--- src/rtl/alu_mc.sv ---
// Multi-cycle ALU: single-cycle ops registered in one step, multiply/divide via
// iterative radix-2 engines; valid/ready handshake on both operand and result sides.
module alu_mc #(
   parameter int WIDTH = 32
) (
   input  logic             clk,
   input  logic             reset,
   input  logic             in_valid,
   output logic             in_ready,
   input  logic [WIDTH-1:0] a,
   input  logic [WIDTH-1:0] b,
   input  logic [3:0]       op,
   output logic             out_valid,
   input  logic             out_ready,
   output logic [WIDTH-1:0] result,
   output logic             zero,
   output logic             ovf
);

   localparam int SHW = $clog2(WIDTH);
   localparam logic [SHW-1:0] LAST = SHW'(WIDTH - 1);

   typedef enum logic [1:0] {IDLE, BUSY, DONE} state_t;

   state_t               state, state_next;
   logic [2*WIDTH-1:0]   acc, step_acc;
   logic [WIDTH-1:0]     opnd;
   logic [3:0]           op_reg;
   logic [SHW-1:0]       count;

   logic                 accept, is_mul, is_div, start_iter;
   logic                 reg_mul, reg_high;
   logic [WIDTH-1:0]     sum, diff, simple_res, iter_res;
   logic                 simple_ovf;
   logic [WIDTH:0]       mul_sum, rem_trial;

   assign accept     = in_valid && (state == IDLE);
   assign is_mul     = (op == 4'd2) || (op == 4'd11);
   assign is_div     = (op == 4'd12) || (op == 4'd13);
   assign start_iter = is_mul || (is_div && (b != '0));
   assign in_ready   = (state == IDLE);
   assign out_valid  = (state == DONE);

   assign sum  = a + b;
   assign diff = a - b;

   // Single-cycle results; the divide-by-zero cases land here too since they skip the engine
   always_comb begin
      simple_res = '0;
      simple_ovf = 1'b0;
      case (op)
         4'd0: begin
            simple_res = sum;
            simple_ovf = (a[WIDTH-1] == b[WIDTH-1]) && (sum[WIDTH-1] != a[WIDTH-1]);
         end
         4'd1: begin
            simple_res = diff;
            simple_ovf = (a[WIDTH-1] != b[WIDTH-1]) && (diff[WIDTH-1] != a[WIDTH-1]);
         end
         4'd3:  simple_res = a & b;
         4'd4:  simple_res = a | b;
         4'd5:  simple_res = a << b[SHW-1:0];
         4'd6:  simple_res = a >> b[SHW-1:0];
         4'd7:  simple_res = $unsigned($signed(a) >>> b[SHW-1:0]);
         4'd8:  simple_res = a ^ b;
         4'd9:  simple_res = {{(WIDTH-1){1'b0}}, ($signed(a) < $signed(b))};
         4'd10: simple_res = {{(WIDTH-1){1'b0}}, (a < b)};
         4'd12: simple_res = '1;
         4'd13: simple_res = a;
         default: simple_res = '0;
      endcase
   end

   // acc holds {partial product, multiplier} for MUL and {remainder, dividend/quotient} for DIV
   assign reg_mul   = (op_reg == 4'd2) || (op_reg == 4'd11);
   assign reg_high  = (op_reg == 4'd11) || (op_reg == 4'd13);
   assign mul_sum   = {1'b0, acc[2*WIDTH-1:WIDTH]} + (acc[0] ? {1'b0, opnd} : {(WIDTH+1){1'b0}});
   assign rem_trial = acc[2*WIDTH-1:WIDTH-1] - {1'b0, opnd};

   always_comb begin
      step_acc = acc;
      if (reg_mul)
         step_acc = {mul_sum, acc[WIDTH-1:1]};
      else if (rem_trial[WIDTH])
         step_acc = {acc[2*WIDTH-2:0], 1'b0};
      else
         step_acc = {rem_trial[WIDTH-1:0], acc[WIDTH-2:0], 1'b1};
   end

   assign iter_res = reg_high ? step_acc[2*WIDTH-1:WIDTH] : step_acc[WIDTH-1:0];

   always_ff @(posedge clk) begin
      if (reset)
         state <= IDLE;
      else
         state <= state_next;
   end

   always_comb begin
      state_next = state;
      case (state)
         IDLE: if (accept) state_next = start_iter ? BUSY : DONE;
         BUSY: if (count == LAST) state_next = DONE;
         DONE: if (out_ready) state_next = IDLE;
         default: state_next = IDLE;
      endcase
   end

   // The final engine step writes the result directly, so BUSY lasts exactly WIDTH cycles
   always_ff @(posedge clk) begin
      if (reset) begin
         acc    <= '0;
         opnd   <= '0;
         op_reg <= '0;
         count  <= '0;
         result <= '0;
         zero   <= 1'b0;
         ovf    <= 1'b0;
      end else begin
         case (state)
            IDLE: begin
               if (accept) begin
                  op_reg <= op;
                  count  <= '0;
                  if (start_iter) begin
                     acc  <= {{WIDTH{1'b0}}, (is_mul ? b : a)};
                     opnd <= is_mul ? a : b;
                  end else begin
                     result <= simple_res;
                     zero   <= (simple_res == '0);
                     ovf    <= simple_ovf;
                  end
               end
            end
            BUSY: begin
               acc   <= step_acc;
               count <= count + 1'b1;
               if (count == LAST) begin
                  result <= iter_res;
                  zero   <= (iter_res == '0);
                  ovf    <= 1'b0;
               end
            end
            default: ;
         endcase
      end
   end

endmodule

--- config.mk ---
export PLATFORM = sky130hd
export DESIGN_NAME = alu_mc
export DESIGN_NICKNAME = d
export VERILOG_FILES = /design/src/rtl/alu_mc.sv
export SDC_FILE = /design/constraint.sdc
export NUM_CORES = 1
export LEC_CHECK = 0
export BUFFER_PORTS_ARGS = -buffer_cell sky130_fd_sc_hd__buf_4
export CORE_MARGIN = 3
export CORE_UTILIZATION = 29
export DETAILED_ROUTE_END_ITERATION = 6
export PLACE_DENSITY = 0.46
export SLEW_MARGIN = 20
export SYNTH_ARGS = -nofsm -noshare
export SYNTH_HDL_FRONTEND = slang
export SYNTH_SLANG_ARGS = --single-unit
--- constraint.sdc ---
create_clock -name clk -period 6.1 [get_ports clk]
set_clock_uncertainty 0.05 [all_clocks]
set_input_delay 1.83 -clock clk [delete_from_list [all_inputs] [get_ports clk]]
set_output_delay 1.83 -clock clk [all_outputs]
set_load 0.05 [all_outputs]
# ---- Word level (Yosys, flattened, before mapping)
# Index checks and enable logic that the tools add are counted.
# W data, S select, Z words.
dict set report totals {
  elab_cells 100
  output_inout_bits 36
  in_bits 72
  regBits 141
}
dict set report classes {
  addsub 5
  n_lt_le_gt_ge 2
  n_reduce_logical 21
  shifts 3
  n_mux 30
  n_bitwise 3
  eq_ne 28
}
# cell n
set ops {}
lappend ops {{$pmux W32 S12} 1}
lappend ops {{$mux W64} 4}
lappend ops {{$mux W32} 7}
lappend ops {{$pmux W64 S2} 1}
lappend ops {{$logic_not A32 Y1} 2}
lappend ops {{$lt A32 B32 Y1} 2}
lappend ops {{$pmux W32 S2} 1}
lappend ops {{$add A32 B32 Y33} 1}
lappend ops {{$sub A33 B32 Y33} 1}
lappend ops {{$add A32 B32 Y32} 1}
lappend ops {{$and A32 B32 Y32} 1}
lappend ops {{$eq A4 B4 Y1 const B} 8}
lappend ops {{$or A32 B32 Y32} 1}
lappend ops {{$reduce_bool A32 Y1} 1}
lappend ops {{$shl A32 B5 Y32} 1}
lappend ops {{$shr A32 B5 Y32} 1}
lappend ops {{$sshr A32 B5 Y32} 1}
lappend ops {{$sub A32 B32 Y32} 1}
lappend ops {{$xor A32 B32 Y32} 1}
lappend ops {{$eq A4 B3 Y1 const B} 4}
lappend ops {{$eq A4 B2 Y1 const B} 3}
lappend ops {{$pmux W5 S2} 1}
lappend ops {{$reduce_and A3 Y1} 3}
lappend ops {{$mux W2} 4}
lappend ops {{other kinds (20)} 40}

# ---- Longest topological paths before layout
# Gate-level depths: netlist of the first run.
dict set report logic_depth {
  ltp_word 7
  ltp_mapped 20
  mapped_depth_nobuf 17
}

# ---- Worst setup path after synthesis of the first run
# Ideal clock, no wire load.
dict set report synth_timing {
  path_type {input -> register}
  startpoint {input b[3]}
  endpoint {register zero}
  t_arrival_ns 6.230
  cell_stages 20
  slack_ns -0.240
  n_path_buf 5
  required_ns 5.991
  path_cell_list {buf_2 > clkinv_1 > buf_1 > clkbuf_1 > buf_1 > ha_1 > clkbuf_1 > nor2_1 > o21ai_0 > a21oi_1 > o2111ai_1 > a311oi_1 > o211ai_1 > a31oi_1 > a2111oi_0 > a2111oi_0 > or4b_1 > nor4_1 > a31oi_1 > nand2_1}
}
dict set report synth_between {
  elab_chain_len 6
  word_cells_on_any_way 20
  classes_between {add/sub: 2; order compare: 2; eq/ne: 1; shift: 3; mux: 4; bitwise: 3; reduce/logical: 5}
}
# item line_no
set synth_lines {}
lappend synth_lines {{start: declaration} 11} ;# input logic [WIDTH-1:0] b,
lappend synth_lines {{$sub A32 B32 Y32, or another cell as far along} 45} ;# assign diff = a - b;
lappend synth_lines {{$pmux W32 S12} 51} ;# case (op)
lappend synth_lines {{$logic_not A32 Y1} 130} ;# zero <= (simple_res == '0);
lappend synth_lines {{$mux W1} 125} ;# if (start_iter) begin
lappend synth_lines {{$mux W1} 122} ;# if (accept) begin
lappend synth_lines {{$pmux W1 S2} 120} ;# case (state)
lappend synth_lines {{end signal: assignment} 130}
lappend synth_lines {{end signal: assignment} 140} ;# zero <= (iter_res == '0);
lappend synth_lines {{end: declaration} 16} ;# output logic zero,
# Parallel ways exist; a longest one is shown, timed or not. The select of a mux whose other input is x is not followed.
# A chain may end at the register's enable or synchronous reset.

# ---- Worst setup path after layout of the first run
dict set report layout_timing {
  startpoint {input b[1]}
  endpoint {register zero}
}
# Same word-level chain as after synthesis.

==> summary.txt, run 1 <==
Placement
  – Half-perimeter wire length of the detailed placement result: roughly 90000 µm
  – Cell count after placement: just over 4000
  – Port Buffer Count: between 100 and 150
  – Last weighted congestion value of the routability-driven placer: 0.960

Clocking
  – Post-CTS Hold Buffers: 0
  – Root buffer cell: sky130_fd_sc_hd__clkbuf_16
  – TritonCTS clock tree: yes
  – Number of sinks handled by clock tree synthesis: ~140
  – Worst skew pair latency: about 0.43 ns
  – Number of levels in the clock H-tree: 4
  – Clock slew at reported path FFs: approximately 0.07 ns
  – Num CTS Buffers: 17
  – Clock Path Buffers: 2

Run status
  – Violations in the final reports: DRC
  – Result of the run: finished with violations

Timing
  – Unrepaired setup endpoints after global routing: false
  – WHS: 0.443 ns
  – Total count of hold-check failures in the final report: 0
  – TNS Setup: 0 ns
  – Tightest Pin Transition: between 1 and 1.5 ns
  – Number of endpoints failing setup at the final stage: 0
  – Tightest slew margin relative to the limit: between 20% and 30%
  – Peak clock frequency supported by timing: between 0.15 and 0.2 GHz
  – Final period utilization: 97.4%
  – Shortest clock period the worst path allows after layout: just under 6 ns
  – Slew Viols, Final: 0

Final layout
  – Count of non-filler cells in the finished layout: approximately 4200
  – End-of-flow core utilization: 35.2%
  – Most frequent cells in the layout: sky130_fd_sc_hd__buf_4, sky130_fd_sc_hd__nor2_1, sky130_fd_sc_hd__a21oi_1
  – Number of nets in the final layout: about 3400
  – Most common cell after layout, fill and taps aside: sky130_fd_sc_hd__buf_4
  – Area growth syn-to-layout: 19.9%
  – Fraction of layout cells with a size suffix above 1: a little under a fifth
  – Most flops, register: acc
  – Flip-flop count of the largest register, all copies and words added: 64
  – Top flop regs: acc x64, opnd x32, result x32

Setup path
  – Sort of element at the start of the critical path: input port
  – Worst path cell trace: buf_4, buf_4, buf_12, mux2_2, mux4_2, a2111oi_2, buf_4, o2111ai_1, nor3_1, and4_1, nand4_1, or4_1, nor4_2, buf_4, a31oi_1, nand2_1
  – Crit-path slowest cell: sky130_fd_sc_hd__or4_1
  – Crit-path most repeated cell: sky130_fd_sc_hd__buf_4
  – Largest fanout on the critical path: 40
  – Required arrival time at the worst endpoint: approximately 6.4 ns
  – Top Family by Delay on Critical Path: simple AND/OR/NAND/NOR gates
  – Critical setup path kind: in -> reg
  – Data arrival at the endpoint of the critical path: around 6.3 ns
  – Largest stage delay on the critical path: ~0.65 ns
  – Worst Setup End Kind: flop
  – Total buffers and inverters traversed by the critical path: 5

Drt
  – Remaining DRCs: 9
  – Detailed Route WL: between 100000 and 150000 µm
  – Total via count after detailed routing: about 25000
  – Detailed-route wire length per cell: 27.2 µm
  – First-pass DRT Iterations: 7
  – Vias per std cell: approximately 6.1
  – Post-route ant nets: 0
  – Initial DRC Count: about 2800

Die
  – I/O Pins: roughly 110
  – Area of the die: roughly 77000 µm²
  – Vertical die dimension: around 280 µm
  – Core Area: approximately 73000 µm²
  – Die Width: around 280 µm
  – Initial core utilization: between 20% and 30%
  – Std-Cell Rows: 99

Pwr
  – Power density relative to cell area: about 180 nW/µm²
  – Leak: around 0.011 µW
  – Max VDD drop: around 150 µV

GRT
  – Total grt overflow: 0
  – Vias in the first global route: around 24000
  – Initial antenna violation count: 4
  – First-pass GRT wire length: approximately 170000 µm
  – Largest net degree at the start of global routing: roughly 130
  – Total global routing track utilization: between 20% and 30%

Synthesis
  – Net count after synthesis: around 3300
  – Count of yosys warnings during synthesis: 0
  – Number of distinct library cells after synthesis: around 90
  – Most common flop cell mapped by yosys: sky130_fd_sc_hd__dfxtp_1
  – Synth Instances: between 3000 and 4000
  – Register area share after synthesis: between 10% and 20%
  – Number of flops mapped to enable cells by yosys: 0
  – Async set-or-reset flop fraction in the synthesized netlist: 0%
  – Synth Cell Area: 21500 µm²
  – Synthesis-stage register bit count: 141
  – Mean post-synth cell area: 7.14 µm²

Run
  – Maxcap violations: 0

Worst hold path
  – Hold Path Class: reg -> reg
## worst paths after layout
| path | startpoint | end | slack, ns | cells past startpoint |
|---|---|---|---|---|
| max reg2reg | acc[31]$_SDFFE_PP0P_ | zero$_SDFFE_PP0P_ | 0.64 | 19 |
| max | b[1] | zero$_SDFFE_PP0P_ | 0.16 | 16 |
| min reg2reg | result[20]$_SDFFE_PP0P_ | result[20]$_SDFFE_PP0P_ | 0.44 | 2 |
| min | result[20]$_SDFFE_PP0P_ | result[20]$_SDFFE_PP0P_ | 0.44 | 2 |
## stage by stage
stage	area, µm²	total power [µW]	setup WS (ns)
global placement	25100	3500	-0.533
detailed placement	25100	3500	-0.400
finish	25700	4630	0.159
CTS	25700	4590	0.0238
floorplan	21500	2520	0.0324
global route	25700	4860	0.0205
## worst reg2reg max path, stage by stage (launching register included)
cell and delay [ns]:
sky130_fd_sc_hd__dfxtp_1 0.38, sky130_fd_sc_hd__inv_1 0.09, sky130_fd_sc_hd__ha_1 0.18, sky130_fd_sc_hd__inv_1 0.06
sky130_fd_sc_hd__fa_1 0.39, sky130_fd_sc_hd__a21oi_1 0.27, sky130_fd_sc_hd__o2bb2ai_1 0.18, sky130_fd_sc_hd__nor3_1 0.20
sky130_fd_sc_hd__o21ai_1 0.27, sky130_fd_sc_hd__a22o_1 0.39, sky130_fd_sc_hd__nor2_2 0.62, sky130_fd_sc_hd__buf_4 0.32
sky130_fd_sc_hd__mux2i_1 0.35, sky130_fd_sc_hd__a221o_1 0.28, sky130_fd_sc_hd__o211ai_1 0.24, sky130_fd_sc_hd__or4_1 0.45
sky130_fd_sc_hd__nor4_1 0.27, sky130_fd_sc_hd__buf_4 0.22, sky130_fd_sc_hd__nand4_1 0.11, sky130_fd_sc_hd__nand2_1 0.10
## cell usage after synthesis (14+ instances only)
| cell type | count | area, µm² |
|---|---|---|
| sky130_fd_sc_hd__o31ai_1 | 14 | 105 |
| sky130_fd_sc_hd__a221oi_1 | 34 | 298 |
| sky130_fd_sc_hd__nor2_1 | 391 | 1470 |
| sky130_fd_sc_hd__o211ai_1 | 38 | 285 |
| sky130_fd_sc_hd__o22ai_1 | 22 | 138 |
| sky130_fd_sc_hd__inv_1 | 144 | 541 |
| sky130_fd_sc_hd__xor2_1 | 21 | 184 |
| sky130_fd_sc_hd__xnor2_1 | 52 | 455 |
| sky130_fd_sc_hd__clkbuf_1 | 183 | 687 |
| sky130_fd_sc_hd__nor4_1 | 20 | 125 |
| sky130_fd_sc_hd__or3_1 | 20 | 125 |
| sky130_fd_sc_hd__nand4_1 | 25 | 156 |
| sky130_fd_sc_hd__mux4_2 | 52 | 1170 |
| sky130_fd_sc_hd__a221o_1 | 15 | 150 |
| sky130_fd_sc_hd__dfxtp_1 | 141 | 2820 |
| sky130_fd_sc_hd__a21o_1 | 43 | 323 |
| sky130_fd_sc_hd__buf_2 | 23 | 115 |
| sky130_fd_sc_hd__and3_1 | 17 | 106 |
| sky130_fd_sc_hd__o221ai_1 | 23 | 201 |
| sky130_fd_sc_hd__a31oi_1 | 37 | 231 |
| sky130_fd_sc_hd__nor3_1 | 61 | 305 |
| sky130_fd_sc_hd__a211oi_1 | 127 | 953 |
| sky130_fd_sc_hd__a21oi_1 | 295 | 1480 |
| sky130_fd_sc_hd__o21bai_1 | 25 | 188 |
| sky130_fd_sc_hd__mux2_2 | 36 | 405 |
| sky130_fd_sc_hd__a311oi_1 | 18 | 158 |
| sky130_fd_sc_hd__nand3_1 | 57 | 285 |
| sky130_fd_sc_hd__mux2i_1 | 89 | 891 |
| sky130_fd_sc_hd__buf_1 | 37 | 139 |
| sky130_fd_sc_hd__nand2b_1 | 23 | 144 |
| sky130_fd_sc_hd__nand2_1 | 257 | 965 |
| sky130_fd_sc_hd__a211o_1 | 16 | 140 |
| sky130_fd_sc_hd__and2_1 | 53 | 332 |
| sky130_fd_sc_hd__o21a_1 | 18 | 135 |
| sky130_fd_sc_hd__a22oi_1 | 40 | 300 |
| sky130_fd_sc_hd__nor2b_1 | 16 | 100 |
| sky130_fd_sc_hd__o21ai_0 | 164 | 821 |
| sky130_fd_sc_hd__ha_1 | 170 | 2130 |
## layer usage
metal	vias to the layer above	wire [µm]	track usage, %
met5	-	13	0
met3	136	9320	4.65
li1	11500	-	-
met2	1175	48600	43.1
met1	12400	51900	41.0
met4	2	3490	8.07
## cell type report
type	instances	area, µm²
diodes	2	5.00
clock buffers	19	453
clock inverters	12	138
fillers	7843	47300
inverters	148	556
multi-input cells	2465	17200
flip-flops and latches	141	2820
well taps	959	1200
repair buffers	423	3380
## cell families (layout without fill, tap and decap cells)
group,after synthesis,in the layout,synth area share [%]
XOR/XNOR,73,73,2.98
adder cells (fa/ha/maj),174,174,10.3
buffers and inverters,402,602,7.51
AO/OA/AOI/OAI,1035,1035,32.2
multiplexers,189,189,12.7
flip-flops,141,141,13.1
AND/OR/NAND/NOR,994,994,21.2
other,0,2,0
## power by group
group / total [µW] / internal (µW) / switching, µW
sequential: 1040 / 975 / 62.7
clock: 1080 / 625 / 458
combinational: 2500 / 939 / 1570
## repair_timing
action | in CTS | in global routing
gates resized for setup | 0 | 8
endpoints found under the setup margin | 0 | 1
buffers inserted | 0 | 2
Power figures use the tool's default switching activity.
==> run 2: changes to the inputs <==
- PLACE_DENSITY: 0.46 -> default
- PLACE_DENSITY_LB_ADDON: default -> 0.08
==> run 2 against run 1 <==
  * The run still ends with DRC left
  * Die area unchanged
  * Sequential cell count unchanged
  * Clock power increased by 9%
  * Sequential power about the same
  * Combinational power increased by 2%
  * Fmax decreased by 1.3%
  * Worst hold slack improved by 0.0022 ns
  * Global-route usage increased by 0.89 points
  * Critical endpoint unchanged
  * Largest cell class unchanged
  * Largest power group unchanged
  * Highest routed layer unchanged
==> summary.txt, run 2 (synthesized netlist as in run 1, its figures left out) <==
Run status
  – Result of the run: finished with violations
  – Violations in the final reports: DRC

Timing
  – Shortest clock period the worst path allows after layout: 6.02 ns (+0.0799 ns)
  – Final period utilization: 98.7% (+1.3 points)
  – Slew Viols, Final: 0 (unchanged)
  – Unrepaired setup endpoints after global routing: false
  – Total count of hold-check failures in the final report: 0 (unchanged)
  – Number of endpoints failing setup at the final stage: 0 (unchanged)
  – Tightest slew margin relative to the limit: 31.9% (+3.0 points)
  – Min setup slack post-route: 0.0792 ns (-0.0799 ns)
  – Tightest Pin Transition: 1.01 ns (-0.0477 ns)
  – Peak clock frequency supported by timing: 0.166 GHz (-1.3%)

GRT
  – Total global routing track utilization: 29.2% (+0.89 points)
  – Global routing met3 resource utilization: 4.12% (-0.53 points)
  – GR Layer Usage met1: 42.7% (+1.7 points)
  – Vias in the first global route: 24300 (+0.76%)
  – First-pass GRT wire length: 170000 µm (+2.5%)
  – Total grt overflow: 0 (unchanged)
  – Initial antenna violation count: 6 (+2)
  – Fraction of met2 tracks used by global routing: 44.8% (+1.7 points)
  – Most utilized layer in the global route result: met2
  – Largest net degree at the start of global routing: 93 (-30%)

Die
  – Die Width: 278 µm (unchanged)
  – Area of the die: 77300 µm² (unchanged)
  – I/O Pins: 108 (unchanged)
  – Std-Cell Rows: 99 (unchanged)
  – Core Area: 73100 µm² (unchanged)
  – Initial core utilization: 29.4% (unchanged)
  – Vertical die dimension: 278 µm (unchanged)

Placement
  – Last weighted congestion value of the routability-driven placer: 0.971 (+1.2%)
  – Half-perimeter wire length of the detailed placement result: 93500 µm (+3.7%)
  – Setup slack at placement: -0.231 ns (+0.169 ns)
  – Port Buffer Count: 107 (unchanged)

Run
  – Maxcap violations: 0 (unchanged)

Clocking
  – Total setup buffers inserted after CTS: 0 (unchanged)
  – PostCTS Resize Cnt: 0 (unchanged)
  – Num CTS Buffers: 17 (unchanged)
  – Number of levels in the clock H-tree: 4 (unchanged)
  – Number of sinks handled by clock tree synthesis: 141 (unchanged)
  – Post-CTS Hold Buffers: 0 (unchanged)
  – TritonCTS clock tree: yes
  – Clock slew at reported path FFs: 0.07 ns (about the same)
  – Root buffer cell: sky130_fd_sc_hd__clkbuf_16
  – Clock Path Buffers: 2 (unchanged)
  – Worst skew pair latency: 0.44 ns (about the same)

Drt
  – Vias per std cell: 6.07 (+0.40%)
  – First-pass DRT Iterations: 7 (unchanged)
  – Detailed-route wire length per cell: 27.9 µm (+2.7%)
  – Initial DRC Count: 2878 (+2.7%)
  – Remaining DRCs: 2 (-7)
  – Total via count after detailed routing: 25500 (+1.0%)
  – Detailed Route WL: 117000 µm (+3.3%)
  – Post-route ant nets: 0 (unchanged)

Pwr
  – Overall power of the completed layout: 4770 µW (+3.2%)
  – Power density relative to cell area: 185 nW/µm² (+2.7%)
  – Max VDD drop: 153 µV (+1.5%)
  – Leak: 0.0109 µW (+1.1%)

Setup path
  – Worst Setup End Kind: flop
  – Largest fanout on the critical path: 8 (-80%)
  – Required arrival time at the worst endpoint: 6.44 ns (about the same)
  – Sort of element at the start of the critical path: input port
  – Critical setup path kind: in -> reg
  – Data arrival at the endpoint of the critical path: 6.36 ns (+0.09 ns)

Final layout
  – End-of-flow core utilization: 35.4% (+0.17 points)
  – Number of nets in the final layout: 3469 (+0.78%)
  – Area growth syn-to-layout: 20.5%
  – Most flops, register: acc
  – Top flop regs: acc x64, opnd x32, result x32
  – Most frequent cells in the layout: sky130_fd_sc_hd__buf_4, sky130_fd_sc_hd__nor2_1, sky130_fd_sc_hd__a21oi_1
  – Most common cell after layout, fill and taps aside: sky130_fd_sc_hd__buf_4
  – Flip-flop count of the largest register, all copies and words added: 64 (unchanged)
  – Fraction of layout cells with a size suffix above 1: 19.1% (+0.46 points)

Worst hold path
  – Hold Path Class: reg -> reg
[run 2: cell type report]
class / instances / area (µm²)
fillers: 7898 / 47200
multi-input cells: 2465 / 17100
repair buffers: 450 / 3490
flip-flops and latches: 141 / 2820
well taps: 959 / 1200
inverters: 148 / 556
clock buffers: 17 / 425
clock inverters: 14 / 218
diodes: 1 / 2.50
[run 2: worst max-delay path, stage by stage]
cell	delay [ns]
sky130_fd_sc_hd__buf_4	0.11
sky130_fd_sc_hd__buf_4	0.16
sky130_fd_sc_hd__ha_1	0.23
sky130_fd_sc_hd__fa_1	0.39
sky130_fd_sc_hd__a21o_1	0.19
sky130_fd_sc_hd__a311oi_1	0.46
sky130_fd_sc_hd__o21bai_1	0.24
sky130_fd_sc_hd__a21oi_1	0.22
sky130_fd_sc_hd__nor2_1	0.06
sky130_fd_sc_hd__a211o_1	0.29
sky130_fd_sc_hd__a2111oi_0	0.54
sky130_fd_sc_hd__and4_1	0.26
sky130_fd_sc_hd__nand4_1	0.22
sky130_fd_sc_hd__or4_1	0.63
sky130_fd_sc_hd__nor4_1	0.31
sky130_fd_sc_hd__a31oi_1	0.12
sky130_fd_sc_hd__nand2_1	0.07
[run 2: final timing paths]
path	start	endpoint	slack [ns]	cells past startpoint
setup / recovery	a[0]	zero$_SDFFE_PP0P_	0.08	17
hold / removal	ovf$_SDFFE_PP0P_	ovf$_SDFFE_PP0P_	0.45	2
setup reg to reg	acc[31]$_SDFFE_PP0P_	zero$_SDFFE_PP0P_	0.37	18
hold reg to reg	ovf$_SDFFE_PP0P_	ovf$_SDFFE_PP0P_	0.45	2
[run 2: routing by layer]
layer  up-vias  wire, µm
met5         -        12
met2      1120     50700
met1     12600     54500
li1      11600         -
met3       134      8520
met4         2      3360
[run 2: where the power goes]
part / switching (µW) / total (µW) / leakage [µW] / internal [µW]
Combinational: 1600 / 2560 / 0.00948 / 957
Clock: 457 / 1180 / 0.000306 / 725
Sequential: 61.9 / 1040 / 0.00115 / 975
Total: 2120 / 4770 / 0.0109 / 2660
[run 2: stage by stage]
stage                     instances  cell area (µm²)  TNS [ns]  hold slack (ns)
after floorplan                3008            21500         0            0.412
after global placement         4163            25200    -0.310            0.421
after detailed placement       4163            25200    -0.231            0.436
after CTS                      4194            25800         0            0.453
after global routing           4194            25900         0            0.477
final                          4195            25900         0            0.445
